$ cat src/rtl/tdm_demux8_8_pkg.sv
// Shared constants and state encoding for the 8-way TDM demultiplexer.
package tdm_demux8_8_pkg;

  localparam int unsigned N      = 8;
  localparam int unsigned W      = 8;
  localparam int unsigned SLOT_W = 3;

  localparam logic [SLOT_W-1:0] LAST_SLOT = 3'd7;

  typedef enum logic {
    StIdle = 1'b0,
    StFill = 1'b1
  } state_e;

endpackage

$ cat src/rtl/tdm_slot_ctrl.sv
// Slot sequencing for the TDM demux: framing state, slot counter, SOF checks,
// input backpressure, one-hot shadow write enables and the publish strobe.
module tdm_slot_ctrl
  import tdm_demux8_8_pkg::*;
(
  input  logic              clk,
  input  logic              rst_n,
  input  logic              in_valid,
  input  logic              in_sof,
  input  logic              out_valid,
  input  logic              out_ack,
  output logic              in_ready,
  output logic [SLOT_W-1:0] slot,
  output logic              sof_err,
  output logic [N-1:0]      wr_en,
  output logic              publish
);

  state_e            state_q, state_d;
  logic [SLOT_W-1:0] slot_q, slot_d;
  logic              sof_err_q, sof_err_d;
  logic              fire;

  // Hold the final beat while the previous frame is still unconsumed.
  assign in_ready = !((state_q == StFill) && (slot_q == LAST_SLOT) && out_valid && !out_ack);
  assign fire     = in_valid && in_ready;

  always_comb begin
    state_d   = state_q;
    slot_d    = slot_q;
    sof_err_d = 1'b0;
    wr_en     = '0;
    publish   = 1'b0;
    if (fire) begin
      if (in_sof) begin
        wr_en[0]  = 1'b1;
        slot_d    = 3'd1;
        state_d   = StFill;
        sof_err_d = (state_q == StFill);
      end else if (state_q == StIdle) begin
        sof_err_d = 1'b1;
      end else begin
        wr_en  = N'(1) << slot_q;
        slot_d = slot_q + 3'd1;
        if (slot_q == LAST_SLOT) begin
          publish = 1'b1;
          state_d = StIdle;
        end
      end
    end
  end

  always_ff @(posedge clk or negedge rst_n) begin
    if (!rst_n) begin
      state_q   <= StIdle;
      slot_q    <= '0;
      sof_err_q <= 1'b0;
    end else begin
      state_q   <= state_d;
      slot_q    <= slot_d;
      sof_err_q <= sof_err_d;
    end
  end

  assign slot    = slot_q;
  assign sof_err = sof_err_q;

endmodule

$ cat src/rtl/tdm_demux8_8.sv
// 8-way 8-bit TDM demultiplexer: collects 8 serial beats into a shadow bank
// and publishes them as one 64-bit frame with a valid/ack handshake.
module tdm_demux8_8
  import tdm_demux8_8_pkg::*;
(
  input  logic              clk,
  input  logic              rst_n,
  input  logic              in_valid,
  output logic              in_ready,
  input  logic [W-1:0]      in_data,
  input  logic              in_sof,
  output logic [W*N-1:0]    out_bank,
  output logic              out_valid,
  input  logic              out_ack,
  output logic [SLOT_W-1:0] slot,
  output logic              sof_err,
  output logic [7:0]        frame_cnt
);

  logic [N-1:0]   wr_en;
  logic           publish;
  logic           unused_wr_last;
  logic [W-1:0]   shadow_q [N-1];
  logic [W-1:0]   shadow_d [N-1];
  logic [W*N-1:0] out_bank_q, out_bank_d;
  logic           out_valid_q, out_valid_d;
  logic [7:0]     frame_cnt_q, frame_cnt_d;

  tdm_slot_ctrl u_slot_ctrl (
    .clk       (clk),
    .rst_n     (rst_n),
    .in_valid  (in_valid),
    .in_sof    (in_sof),
    .out_valid (out_valid_q),
    .out_ack   (out_ack),
    .in_ready  (in_ready),
    .slot      (slot),
    .sof_err   (sof_err),
    .wr_en     (wr_en),
    .publish   (publish)
  );

  // The last slot bypasses the shadow bank and goes straight into out_bank.
  assign unused_wr_last = wr_en[N-1];

  always_comb begin
    for (int unsigned k = 0; k < N - 1; k++) begin
      shadow_d[k] = wr_en[k] ? in_data : shadow_q[k];
    end
    out_bank_d  = out_bank_q;
    out_valid_d = out_valid_q;
    frame_cnt_d = frame_cnt_q;
    if (publish) begin
      for (int unsigned k = 0; k < N - 1; k++) begin
        out_bank_d[W*k +: W] = shadow_q[k];
      end
      out_bank_d[W*(N-1) +: W] = in_data;
      out_valid_d              = 1'b1;
      frame_cnt_d              = frame_cnt_q + 8'd1;
    end else if (out_ack && out_valid_q) begin
      out_valid_d = 1'b0;
    end
  end

  always_ff @(posedge clk or negedge rst_n) begin
    if (!rst_n) begin
      for (int unsigned k = 0; k < N - 1; k++) begin
        shadow_q[k] <= '0;
      end
      out_bank_q  <= '0;
      out_valid_q <= 1'b0;
      frame_cnt_q <= '0;
    end else begin
      for (int unsigned k = 0; k < N - 1; k++) begin
        shadow_q[k] <= shadow_d[k];
      end
      out_bank_q  <= out_bank_d;
      out_valid_q <= out_valid_d;
      frame_cnt_q <= frame_cnt_d;
    end
  end

  assign out_bank  = out_bank_q;
  assign out_valid = out_valid_q;
  assign frame_cnt = frame_cnt_q;

endmodule

$ cat config.mk
export PLATFORM = sky130hd
export DESIGN_NAME = tdm_demux8_8
export DESIGN_NICKNAME = d
export VERILOG_FILES = /design/src/rtl/tdm_demux8_8_pkg.sv /design/src/rtl/tdm_slot_ctrl.sv /design/src/rtl/tdm_demux8_8.sv
export SDC_FILE = /design/constraint.sdc
export NUM_CORES = 1
export LEC_CHECK = 0
export BUFFER_PORTS_ARGS = -buffer_cell sky130_fd_sc_hd__buf_2
export CORE_UTILIZATION = 35
export DETAILED_ROUTE_END_ITERATION = 12
export GPL_ROUTABILITY_DRIVEN = 0
export PLACE_DENSITY = 0.59
export SLEW_MARGIN = 20
export SYNTH_ARGS = -nofsm -noshare
export SYNTH_HDL_FRONTEND = slang
export SYNTH_SLANG_ARGS = --single-unit
export TNS_END_PERCENT = 30
$ cat constraint.sdc
create_clock -name clk -period 2 [get_ports clk]
set_input_delay 0.2 -clock clk [delete_from_list [all_inputs] [get_ports clk]]
set_output_delay 0.2 -clock clk [all_outputs]
set_load 0.05 [all_outputs]
Word level (Yosys, flattened, before mapping)
Index checks and enable logic that the tools add are counted.
Cells by class
  add/subtract/negate cells: 2
  equality and inequality tests: 1
  shift operators: 1
  muxes and demuxes: 18
  reductions and logical operators: 10
Operators with widths (number)
  2-to-1 mux 7 bit: 2
  2-to-1 mux 1 bit: 13
  adder 8 x 1 -> 8 bit, second input constant: 1
  left shift 1 x 3 -> 7 bit, first input constant: 1
  2-to-1 mux 3 bit: 2
  2-to-1 mux 6 bit: 1
  logical AND 1 bit: 5
  nonzero test 2 bit: 2
  adder 3 x 1 -> 3 bit, second input constant: 1
  == test 3 bit, second input constant: 1
  logical NOT 1 bit: 2
  AND reduction 2 bit: 1
Word-level totals
  register bits after elaboration: 134
  logic and storage cells: 45

Logic depth before layout (Yosys ltp)
Gate-level depths: netlist (run 1).
  depth in word-level cells: 8
  depth in mapped cells: 7

Hierarchy
Synthesis (run 1) repeated with hierarchy kept, for this count alone.
Unflattened totals
  cell total of the unflattened synthesis: 326
  area, all modules: 5287.6 um^2
Modules (own cells, without submodules)
  tdm_demux8_8: instances 1, cells an instance 284, area each 4860.9 um^2
  tdm_slot_ctrl: instances 1, cells an instance 42, area each 426.7 um^2

Worst setup path after synthesis (run 1)
No wires, ideal clock.
  path kind: register -> register
  start: register u_slot_ctrl.slot_q[1], in the netlist u_slot_ctrl.slot[1]
  end: register u_slot_ctrl.slot_q[2], in the netlist u_slot_ctrl.slot[2]
  setup time: 0.125 ns
  arrival: 2.476 ns
  required time: 1.875 ns
  setup slack: -0.601 ns
  stages on the path, launching flop included: 7
  clock period less this slack: 2.601 ns
  cell sequence: dfrtp_1 ha_1 ha_1 nand4b_1 nand2_1 or2_0 mux2_2
Between the ends
  longest elaborated chain between the ends: 7
  elaborated cells between the ends (all ways): 10
  classes of those cells: add/sub: 1; eq/ne: 1; mux: 2; reduce/logical: 6
Ends and longest elaborated chain
  from (decl): RTL line tdm_slot_ctrl.sv:20  | logic [SLOT_W-1:0] slot_q, slot_d;
  from (signal assigned): RTL line tdm_slot_ctrl.sv:60  | slot_q <= slot_d;
  == test 3 bit: RTL line tdm_slot_ctrl.sv:25  | assign in_ready = !((state_q == StFill) && (slot_q == LAST_SLOT) && out_valid && !out_ack);
  logical AND 1 bit (3 in series): RTL line tdm_slot_ctrl.sv:25
  logical NOT 1 bit: RTL line tdm_slot_ctrl.sv:25
  net in_ready: RTL line tdm_demux8_8.sv:9  | output logic in_ready,
  logical AND 1 bit: RTL line tdm_slot_ctrl.sv:26  | assign fire = in_valid && in_ready;
  AND reduction 2 bit (no source line)
The timed path passes the listed nets, and every way through them passes these cells. The select of a mux whose other input is x is not followed.
A chain may end at the register's enable or synchronous reset.

Worst setup path in the final report (run 1)
  start: register u_slot_ctrl.slot_q[1], in the netlist u_slot_ctrl.slot[1]
  end: register shadow_q[26] in the netlist's numbering
Between the ends
  longest elaborated chain between the ends: 7
  elaborated cells between the ends (all ways): 10
  classes of those cells: eq/ne: 1; shift: 1; mux: 3; reduce/logical: 5
Ends and longest elaborated chain
  == test 3 bit: RTL line tdm_slot_ctrl.sv:25
  logical AND 1 bit (3 in series): RTL line tdm_slot_ctrl.sv:25
  logical NOT 1 bit: RTL line tdm_slot_ctrl.sv:25
  logical AND 1 bit: RTL line tdm_slot_ctrl.sv:26
  2-to-1 mux 7 bit *: RTL line tdm_slot_ctrl.sv:34  | if (fire) begin
  to (signal, indexed assignment): RTL line tdm_demux8_8.sv:75  | shadow_q[k] <= shadow_d[k];
  to (decl): RTL line tdm_demux8_8.sv:23  | logic [W-1:0] shadow_q [N-1];
Mark *: on every way between the ends. The rest lies on a longest branch, timed or not.

==> flow_metrics.env, run 1 <==
export IMPL_outcome="finished, final reports clean"
export IMPL_drc=0
export IMPL_ys_warn_count=0
export IMPL_dp_hpwl_mm=7.20
export IMPL_min_delay_start="in_valid"
export IMPL_die_h_um=125
export IMPL_area_growth_pct=25.6
export IMPL_clock_latency_ns=0.41
export IMPL_crit_type="register to register"
export IMPL_antenna_cells=0
export IMPL_final_area_um2=6620
export IMPL_grt_setup_unrepaired="no"
export IMPL_wl_per_cell_um=17.3
export IMPL_numCtsBuffers=17
export IMPL_htree_levels=4
export IMPL_clkSinkCount=134
export IMPL_hold_end="u_slot_ctrl.sof_err$_DFF_PN0_"
export IMPL_cts_buffer_depth=2
export IMPL_drtIter0Drc=145
export IMPL_cp_max_fo=8
export IMPL_start_kind="register"
export IMPL_grt_pass1_wl_mm=17.9
export IMPL_setup_viol=0
export IMPL_tightestPinTransition_ns=0.454
export IMPL_syn_nets=346
export IMPL_period_minus_slack_ns=1.89
export IMPL_arrival_ns=2.19
export IMPL_syn_instance_count=325
export IMPL_synth_seq_cells=134
export IMPL_port_buffers=90
export IMPL_cts_tree="done"
export IMPL_drive_gt1_frac=0.570
export IMPL_clock_skew_ns=0.00886
export IMPL_dpl_instance_area_um2=5980
export IMPL_pin_count=91
export IMPL_ys_types=25
export IMPL_maxCapViolations=0
export IMPL_synth_area_um2=5270
export IMPL_grt_max_degree=64
export IMPL_syn_area_per_cell_um2=16.2
export IMPL_hold_viol_final=0
export IMPL_dr_pass1_iters=4
export IMPL_clk_pin_slew_worst_paths_ns=0.06
export IMPL_dieArea_um2=15500
export IMPL_slew_viol_final=0
export IMPL_nets=452
export IMPL_reg2reg_depth=7
export IMPL_dieWidth_um=125
export IMPL_viasPerCell=4.73
export IMPL_core_area_um2=14600
export IMPL_timing_rr_start="u_slot_ctrl.slot[1]$_DFFE_PN0P_"
export IMPL_start_util=0.361
export IMPL_min_period_over_period=0.947
export IMPL_crit_required_ns=2.30
export IMPL_hp_class="primary input to register"
export IMPL_track_usage=0.154
export IMPL_reg2reg_to="shadow_q[26]$_DFFE_PN0P_"
export IMPL_wl_mm=10.8
export IMPL_max_slew_margin=0.697
export IMPL_num_rows=44
export IMPL_fin_ws_ns=0.105
export IMPL_mostFrequentLayoutCell="dfrtp_1"
export IMPL_antenna_found_initial=0
export IMPL_whs_path_depth=3
export IMPL_detail_route_antenna_nets=0
export IMPL_grt_pass1_vias=3123
export IMPL_fmax_mhz=528
export IMPL_post_place_ws_ns=0.0120
export IMPL_p_leak_nw=3.41
export IMPL_cts_root_buf="clkbuf_16"
export IMPL_yosysSeqAreaShare=0.637
export IMPL_critPathCaptureType="register"
export IMPL_overflow=0
export IMPL_ir_worst_vdd_v=0.000757
export IMPL_vias=2970
export IMPL_r2r_slack_ns=0.11
export IMPL_most_common_layout_cells="dfrtp_1, mux2_2, buf_2"
export IMPL_pwr_density_cell_nw_per_um2=1610
==> cells in the mapped netlist <==
master      n  area, µm²
dfrtp_1   134       3350
nand2b_1    1       6.26
and3_1      4       25.0
nand3_2     2       20.0
buf_6      10        113
o21ai_2     1       8.76
mux2i_1     2       20.0
xor2_1      1       8.76
ha_1        8        100
nor2_1      5       18.8
o21ai_0     1       5.00
nand3b_1    1       7.51
nand3_1     3       15.0
and2_4      2       17.5
inv_1       6       22.5
nand4b_1    1       8.76
nand4_1     5       31.3
and2_1      1       6.26
mux2_1     12        135
and4_1      3       26.3
buf_2       1       5.00
or2_0       1       6.26
xnor2_1     6       52.6
nand2_1     4       15.0
mux2_2    110       1240
==> through the flow <==
step                      utilization  TNS, ns  std cells  total power [mW]  hold WS [ns]
after floorplan                     -    -2.30        325              6.61       -0.0956
after global placement          0.410        0        595              7.41         0.156
after detailed placement        0.410        0        595              7.50         0.172
after CTS                       0.453        0        628              10.8        0.0592
after global routing            0.453        0        628              11.2        0.0715
final                           0.453        0        628              10.6        0.0795
==> layer usage <==
metal | part of all wire | up-vias | global-route usage
li1 | - | 1367 | -
met1 | 0.46 | 1530 | 0.202
met2 | 0.48 | 61 | 0.237
met3 | 0.042 | 12 | 0.0438
met4 | 0.014 | 0 | 0.0680
met5 | 0 | - | 0
==> final cells by class <==
type                    count  area (µm²)
repair buffers             98         557
multi-input cells         174        1820
clock buffers              23         508
inverters                   6        22.5
well taps                 184         230
clock inverters             9         120
flip-flops and latches    134        3360
fillers                  1305        7970
==> how the worst max path moves through the flow <==
stage,from,to,slack [ns],depth (start not counted)
floorplan,u_slot_ctrl.slot[1]$_DFFE_PN0P_,u_slot_ctrl.slot[2]$_DFFE_PN0P_,-0.25,6
global placement,u_slot_ctrl.slot[1]$_DFFE_PN0P_,shadow_q[3]$_DFFE_PN0P_,0.07,6
detailed placement,u_slot_ctrl.slot[1]$_DFFE_PN0P_,shadow_q[3]$_DFFE_PN0P_,0.01,6
CTS,u_slot_ctrl.slot[1]$_DFFE_PN0P_,shadow_q[3]$_DFFE_PN0P_,0.01,6
global route,u_slot_ctrl.slot[1]$_DFFE_PN0P_,shadow_q[26]$_DFFE_PN0P_,0.03,7
finish,u_slot_ctrl.slot[1]$_DFFE_PN0P_,shadow_q[26]$_DFFE_PN0P_,0.11,7
==> registers in the layout, summed over array words and instances, names as in the netlist <==
register / cells
frame_cnt: 8
u_slot_ctrl.sof_err: 1
u_slot_ctrl.slot: 3
out_bank: 64
out_valid: 1
u_slot_ctrl.state_q: 1
shadow_q: 56
==> timing repair <==
item	CTS	global route
endpoints found under the hold margin	45	0
buffers inserted	0	0
endpoints found under the setup margin	0	8
gates resized for setup	0	1
hold buffers	1	0
==> cells by family (layout without fill, tap and decap cells) <==
group | count (synthesis) | count (layout) | share of synthesized area
DFF | 134 | 134 | 0.637
muxes | 124 | 124 | 0.265
and+or+nand+nor | 33 | 33 | 0.0387
buffers and inverters | 17 | 136 | 0.0266
adders and majority gates | 8 | 8 | 0.0190
xor gates and xnor gates | 7 | 7 | 0.0116
AOI/OAI and AO/OA | 2 | 2 | 0.00261
==> report_power, final <==
group | internal [mW] | switching [mW]
registers | 3.65 | 0.512
logic | 1.10 | 2.15
clock network | 2.14 | 1.08
==> worst max-delay path, cell delays in order (launching register included) <==
cell and delay, ns:
dfrtp_2 0.43, ha_4 0.18, ha_4 0.16, nand3b_1 0.14
and2_4 0.19, and3_1 0.21, buf_12 0.14, mux2_2 0.33
Power figures use the tool's default switching activity.
==> inputs of run 2 (changes only) <==
ABC_AREA = 1   (was not set)
TNS_END_PERCENT = not set   (was 30)
==> run 2 against run 1 <==
Clock skew hardly changed. Largest cell class unchanged. Highest routed layer unchanged. Routed wire length is 24% higher. Largest power group unchanged. Clock power is 3% higher. First-iteration DRC count grew to 2.6 times the previous value. Critical path depth is 1 lower. Synthesized cell count is 97% higher. Core utilization is 0.39 points lower. Count of clock-buffer cells in the layout is 3 lower. Worst hold slack better by 0.0029 ns.
==> flow_metrics.env, run 2 <==
export IMPL_outcome="finished, final reports clean"
export IMPL_maxCapViolations=0
export IMPL_die_h_um=128
export IMPL_area_growth_pct=23.5
export IMPL_dp_hpwl_mm=8.58
export IMPL_fill_cells=1504
export IMPL_yosysSeqAreaShare=0.600
export IMPL_final_setup_tns_ns=0
export IMPL_syn_instance_count=640
export IMPL_start_kind="register"
export IMPL_fmax_mhz=533
export IMPL_setup_viol=0
export IMPL_crit_required_ns=1.80
export IMPL_hold_viol_final=0
export IMPL_viasPerCell=4.62
export IMPL_postCtsSetupBuffers=0
export IMPL_cts_tree="done"
export IMPL_cts_root_buf="clkbuf_16"
export IMPL_synth_top_area_frac=0.600
export IMPL_grt_pass1_wl_mm=22.0
export IMPL_pwr_density_cell_nw_per_um2=1190
export IMPL_pin_count=91
export IMPL_htree_levels=4
export IMPL_drtIter0Drc=381
export IMPL_final_area_um2=6910
export IMPL_synthFlopType="dfrtp_1"
export IMPL_dieArea_um2=16500
export IMPL_syn_area_per_cell_um2=8.74
export IMPL_ys_top_cells_by_count="nand2_1, dfrtp_1, nand3_1, buf_2"
export IMPL_start_util=0.364
export IMPL_crit_type="register to output port"
export IMPL_core_area_um2=15400
export IMPL_cp_max_fo=6
export IMPL_track_usage=0.175
export IMPL_synth_top_area_cell="dfrtp_1"
export IMPL_drive_gt1_frac=0.222
export IMPL_wl_mm=13.5
export IMPL_detail_route_antenna_nets=0
export IMPL_dieWidth_um=128
export IMPL_vias=4395
export IMPL_clk_pin_slew_worst_paths_ns=0.05
export IMPL_synth_seq_cells=134
export IMPL_drc=0
export IMPL_nets=748
export IMPL_most_common_layout_cells="nand2_1, dfrtp_1, buf_2"
export IMPL_clkSinkCount=134
export IMPL_synth_area_um2=5590
export IMPL_clock_skew_ns=0.00849
export IMPL_arrival_ns=1.68
export IMPL_cts_buffer_depth=2
export IMPL_synth_edf_count=0
export IMPL_dpl_instance_area_um2=6220
export IMPL_tightestPinTransition_ns=0.705
export IMPL_p_leak_nw=3.94
export IMPL_ys_warn_count=0
export IMPL_post_place_ws_ns=0.155
export IMPL_clock_latency_ns=0.42
export IMPL_min_period_over_period=0.938
export IMPL_grt_pass1_vias=4408
export IMPL_port_buffers=90
export IMPL_fin_ws_ns=0.124
export IMPL_dr_pass1_iters=4
export IMPL_mostFrequentLayoutCell="nand2_1"
export IMPL_antenna_found_initial=0
export IMPL_grt_max_degree=135
export IMPL_critPathCaptureType="output port"
export IMPL_hp_class="primary input to register"
export IMPL_max_slew_margin=0.530
export IMPL_wl_per_cell_um=14.1
export IMPL_synthTopCellsByArea="dfrtp_1, nand2_1, nand3_1"
export IMPL_ir_worst_vdd_v=0.000629
export IMPL_grt_setup_unrepaired="no"
export IMPL_overflow=0
export IMPL_numCtsBuffers=17
export IMPL_slew_viol_final=0
export IMPL_num_rows=45
export IMPL_period_minus_slack_ns=1.88
export IMPL_ys_types=21
export IMPL_synth_most_common_cell="nand2_1"
export IMPL_largest_register_ffs=64
export IMPL_syn_nets=661
export IMPL_postSynth_asyncResetShare=1.00
run 2: changes by cell type after synthesis, moves of 8 or more:
cell      change
nand2_1     +345
mux2_2      -110
nand3_1      +55
buf_2        +12
mux2_1       -12
nand2_2      +10
clkbuf_1      +9
buf_4         +8
buf_6         -8
run 2: kinds of logic (layout without fill, tap and decap cells):
family                     Yosys count  in the layout  synth area share
AOI/OAI and AO/OA                    4              4           0.00358
other                                0              1                 0
adders and majority gates            8              8            0.0179
xor gates and xnor gates             4              4           0.00627
and+or+nand+nor                    442            442             0.330
buffers and inverters               48            148            0.0432
DFF                                134            134             0.600
run 2: routing by layer:
layer | up-vias | global-route usage | wire (µm)
li1 | 2156 | - | -
met1 | 2104 | 0.239 | 6320
met3 | 12 | 0.0570 | 1030
met5 | - | 0 | 0
met4 | 0 | 0.0699 | 186
met2 | 123 | 0.259 | 5940
run 2: timing repair:
action	4_1_cts	5_1_grt
resized for setup	0	3
hold endpoints to repair	134	0
setup endpoints to repair	0	7
hold buffers	1	0
run 2: final timing paths:
kind                       depth (start not counted)                             from                               to  slack (ns)
setup / recovery                                   6  u_slot_ctrl.slot[0]$_DFFE_PN0P_                         in_ready        0.12
hold / removal                                     3                         in_valid    u_slot_ctrl.sof_err$_DFF_PN0_        0.08
setup reg to reg                                  11  u_slot_ctrl.slot[0]$_DFFE_PN0P_         shadow_q[10]$_DFFE_PN0P_        0.16
hold reg to reg                                    2         shadow_q[50]$_DFFE_PN0P_         shadow_q[50]$_DFFE_PN0P_        0.47
max in group asynchronous                          3                            rst_n  u_slot_ctrl.slot[0]$_DFFE_PN0P_        1.03
min in group asynchronous                          3                            rst_n         out_bank[46]$_DFFE_PN0P_        0.44
run 2: cell type report:
type                            instances  area, µm²  area share
Antenna cell                            1       2.50    0.000362
Clock inverter                         12        174      0.0252
Inverter                               16       60.1     0.00869
Tap cell                              211        264      0.0382
Clock buffer                           20        467      0.0675
Sequential cell                       134       3360       0.486
Timing Repair Buffer                  100        579      0.0838
Multi-Input combinational cell        458       2010       0.290
run 2: report_power, final:
part           leakage (nW)  internal (mW)  switching [mW]
registers              1.79           3.23           0.318
logic                  1.84          0.358           0.947
clock network         0.304           2.18            1.16
total                  3.94           5.77            2.42
run 2: metrics by stage:
stage | cells | util | power, mW | hold slack (ns)
after detailed placement | 917 | 0.405 | 4.90 | 0.383
after global routing | 951 | 0.449 | 8.61 | 0.0789
final | 952 | 0.449 | 8.19 | 0.0825
after floorplan | 640 | - | 4.48 | -0.0956
after CTS | 950 | 0.447 | 8.27 | 0.0753
after global placement | 917 | 0.405 | 4.86 | 0.372
run 2: worst max-delay path, cell delays in order (launching register included):
cell	delay, ns
dfrtp_2	0.43
ha_1	0.22
ha_1	0.20
nand2_2	0.06
inv_2	0.05
nand2_2	0.07
buf_4	0.21
==> inputs of run 3 (changes only) <==
PLACE_DENSITY = not set   (was 0.59)
PLACE_DENSITY_LB_ADDON = 0.2   (was not set)
==> run 3 against run 2 <==
Register-to-register slack lost 0.03 ns. Worst setup slack lost 0.045 ns. Total power fell by 5.9%. Combinational power hardly changed. Sequential cell count stayed put. Count of clock-buffer cells in the layout is 6 higher. Sequential share of layout area rose by 0.65 points. First-iteration DRC count is 29% lower. Fmax shrank 2.3%. Critical path type unchanged.
==> flow_metrics.env, run 3 (synthesis results as in run 2) <==
export IMPL_crit_type="register to output port"
export IMPL_dieWidth_um=128
export IMPL_overflow=0
export IMPL_outcome="finished, final reports clean"
export IMPL_wl_per_cell_um=14.0
export IMPL_largest_register_ffs=64
export IMPL_pin_count=91
export IMPL_reg2reg_depth=11
export IMPL_period_minus_slack_ns=1.92
export IMPL_wl_mm=13.3
export IMPL_clock_skew_ns=0.00999
export IMPL_track_usage=0.179
export IMPL_p_leak_nw=3.91
export IMPL_hp_class="primary input to register"
export IMPL_path_cells="ha_1 -> ha_1 -> nand2_2 -> inv_2 -> nand2_2 -> clkbuf_4"
export IMPL_drc=0
export IMPL_clock_latency_ns=0.42
export IMPL_clk_pin_slew_worst_paths_ns=0.05
export IMPL_hold_end="u_slot_ctrl.sof_err$_DFF_PN0_"
export IMPL_start_util=0.364
export IMPL_cts_root_buf="clkbuf_16"
export IMPL_clkSinkCount=134
export IMPL_detail_route_antenna_nets=0
export IMPL_crit_required_ns=1.80
export IMPL_cts_buffer_depth=2
export IMPL_area_growth_pct=21.9
export IMPL_holdWs_ns=0.0999
export IMPL_slowest_delay_ns=0.44
export IMPL_drive_gt1_frac=0.214
export IMPL_num_rows=45
export IMPL_antenna_cells=0
export IMPL_numCtsBuffers=17
export IMPL_grt_setup_unrepaired="yes"
export IMPL_postCtsSetupBuffers=0
export IMPL_grt_pass1_vias=4357
export IMPL_maxCapViolations=0
export IMPL_setup_viol=0
export IMPL_cts_tree="done"
export IMPL_final_setup_tns_ns=0
export IMPL_start_kind="register"
export IMPL_core_area_um2=15400
export IMPL_dr_pass1_iters=4
export IMPL_hold_viol_final=0
export IMPL_pwr_density_cell_nw_per_um2=1130
export IMPL_slew_viol_final=0
export IMPL_htree_levels=4
export IMPL_critPathCaptureType="output port"
export IMPL_whs_path_depth=3
export IMPL_port_buffers=90
export IMPL_die_h_um=128
export IMPL_fill_cells=1566
export IMPL_dp_hpwl_mm=8.87
export IMPL_timing_rr_start="u_slot_ctrl.slot[0]$_DFFE_PN0P_"
export IMPL_ir_worst_vdd_v=0.000594
export IMPL_min_delay_start="in_valid"
export IMPL_arrival_ns=1.72
export IMPL_grt_pass1_wl_mm=22.4
export IMPL_post_route_util=0.444
export IMPL_cp_slowest_cell="dfrtp_2"
export IMPL_vias=4318
export IMPL_mostFrequentLayoutCell="nand2_1"
export IMPL_max_slew_margin=0.647
export IMPL_most_common_layout_cells="nand2_1, dfrtp_1, buf_2"
export IMPL_path_buf_inv=2
export IMPL_reg2reg_to="shadow_q[30]$_DFFE_PN0P_"
export IMPL_drtIter0Drc=272
export IMPL_antenna_found_initial=1
export IMPL_tightestPinTransition_ns=0.530
export IMPL_cp_max_fo=6
export IMPL_fmax_mhz=521
export IMPL_min_period_over_period=0.961
export IMPL_nets=749
export IMPL_grt_max_degree=56
export IMPL_r2r_slack_ns=0.13
export IMPL_viasPerCell=4.55
export IMPL_cp_top_family="flip-flops"
export IMPL_dieArea_um2=16500
run 3: cell types whose count changed in the layout (fill, tap and decap cells not counted), sizes merged:
cell      before  now
buf           98   99
bufinv         4    1
inv           17   16
diode          1    0
clkbuf        21   27
clkinvlp       4    0
run 3: worst max-delay path by stage:
| stage | endpoint | cells after the start | slack [ns] | start |
|---|---|---|---|---|
| after detailed placement | shadow_q[12]$_DFFE_PN0P_ | 11 | 0.14 | u_slot_ctrl.slot[0]$_DFFE_PN0P_ |
| after global routing | shadow_q[7]$_DFFE_PN0P_ | 11 | -0.03 | u_slot_ctrl.slot[0]$_DFFE_PN0P_ |
| after floorplan | u_slot_ctrl.slot[0]$_DFFE_PN0P_ | 11 | 0.04 | u_slot_ctrl.slot[0]$_DFFE_PN0P_ |
| after global placement | shadow_q[23]$_DFFE_PN0P_ | 11 | 0.21 | u_slot_ctrl.slot[0]$_DFFE_PN0P_ |
| final | in_ready | 6 | 0.08 | u_slot_ctrl.slot[0]$_DFFE_PN0P_ |
| after CTS | in_ready | 6 | 0.01 | u_slot_ctrl.slot[0]$_DFFE_PN0P_ |
run 3: worst reg2reg max path: cells and delay by family, from the launching register on:
kind / cells / cell delay (ns)
adders and majority gates: 2 / 0.44
buffers and inverters: 3 / 0.38
and+or+nand+nor: 6 / 0.51
DFF: 1 / 0.44
run 3: repair_timing:
action	in CTS	in global routing
hold endpoints to repair	53	0
hold buffers	1	0
resized for setup	0	2
endpoints found under the setup margin	0	27
run 3: power breakdown:
group | internal [mW] | switching [mW] | leakage (nW)
combinational | 0.357 | 0.933 | 1.85
clock | 1.82 | 1.04 | 0.270
sequential | 3.24 | 0.325 | 1.79
run 3: through the flow:
stage	worst slack, ns	cell area, µm²	power (mW)	std cells
after detailed placement	0.143	6260	4.91	919
after floorplan	0.0370	5600	4.48	640
after global routing	-0.0281	6820	8.14	950
after CTS	0.00975	6810	7.82	950
after global placement	0.205	6260	4.87	919
final	0.0790	6820	7.71	950
run 3: layer usage:
| metal | routed length (µm) | track usage | part of all wire | up-vias |
|---|---|---|---|---|
| met1 | 6260 | 0.233 | 0.47 | 2066 |
| met4 | 159 | 0.0637 | 0.012 | 0 |
| li1 | - | - | - | 2160 |
| met2 | 6120 | 0.281 | 0.46 | 81 |
| met5 | 0 | 0 | 0 | - |
| met3 | 713 | 0.0561 | 0.054 | 11 |
run 3: cell type report:
type / count / area (µm²) / area share
inverter: 16 / 60.1 / 0.00881
sequential: 134 / 3360 / 0.492
timing repair buffer: 101 / 582 / 0.0853
clock inverter: 4 / 45.0 / 0.00661
tap: 211 / 264 / 0.0387
multi-input combinational: 458 / 2010 / 0.295
clock buffer: 26 / 499 / 0.0732
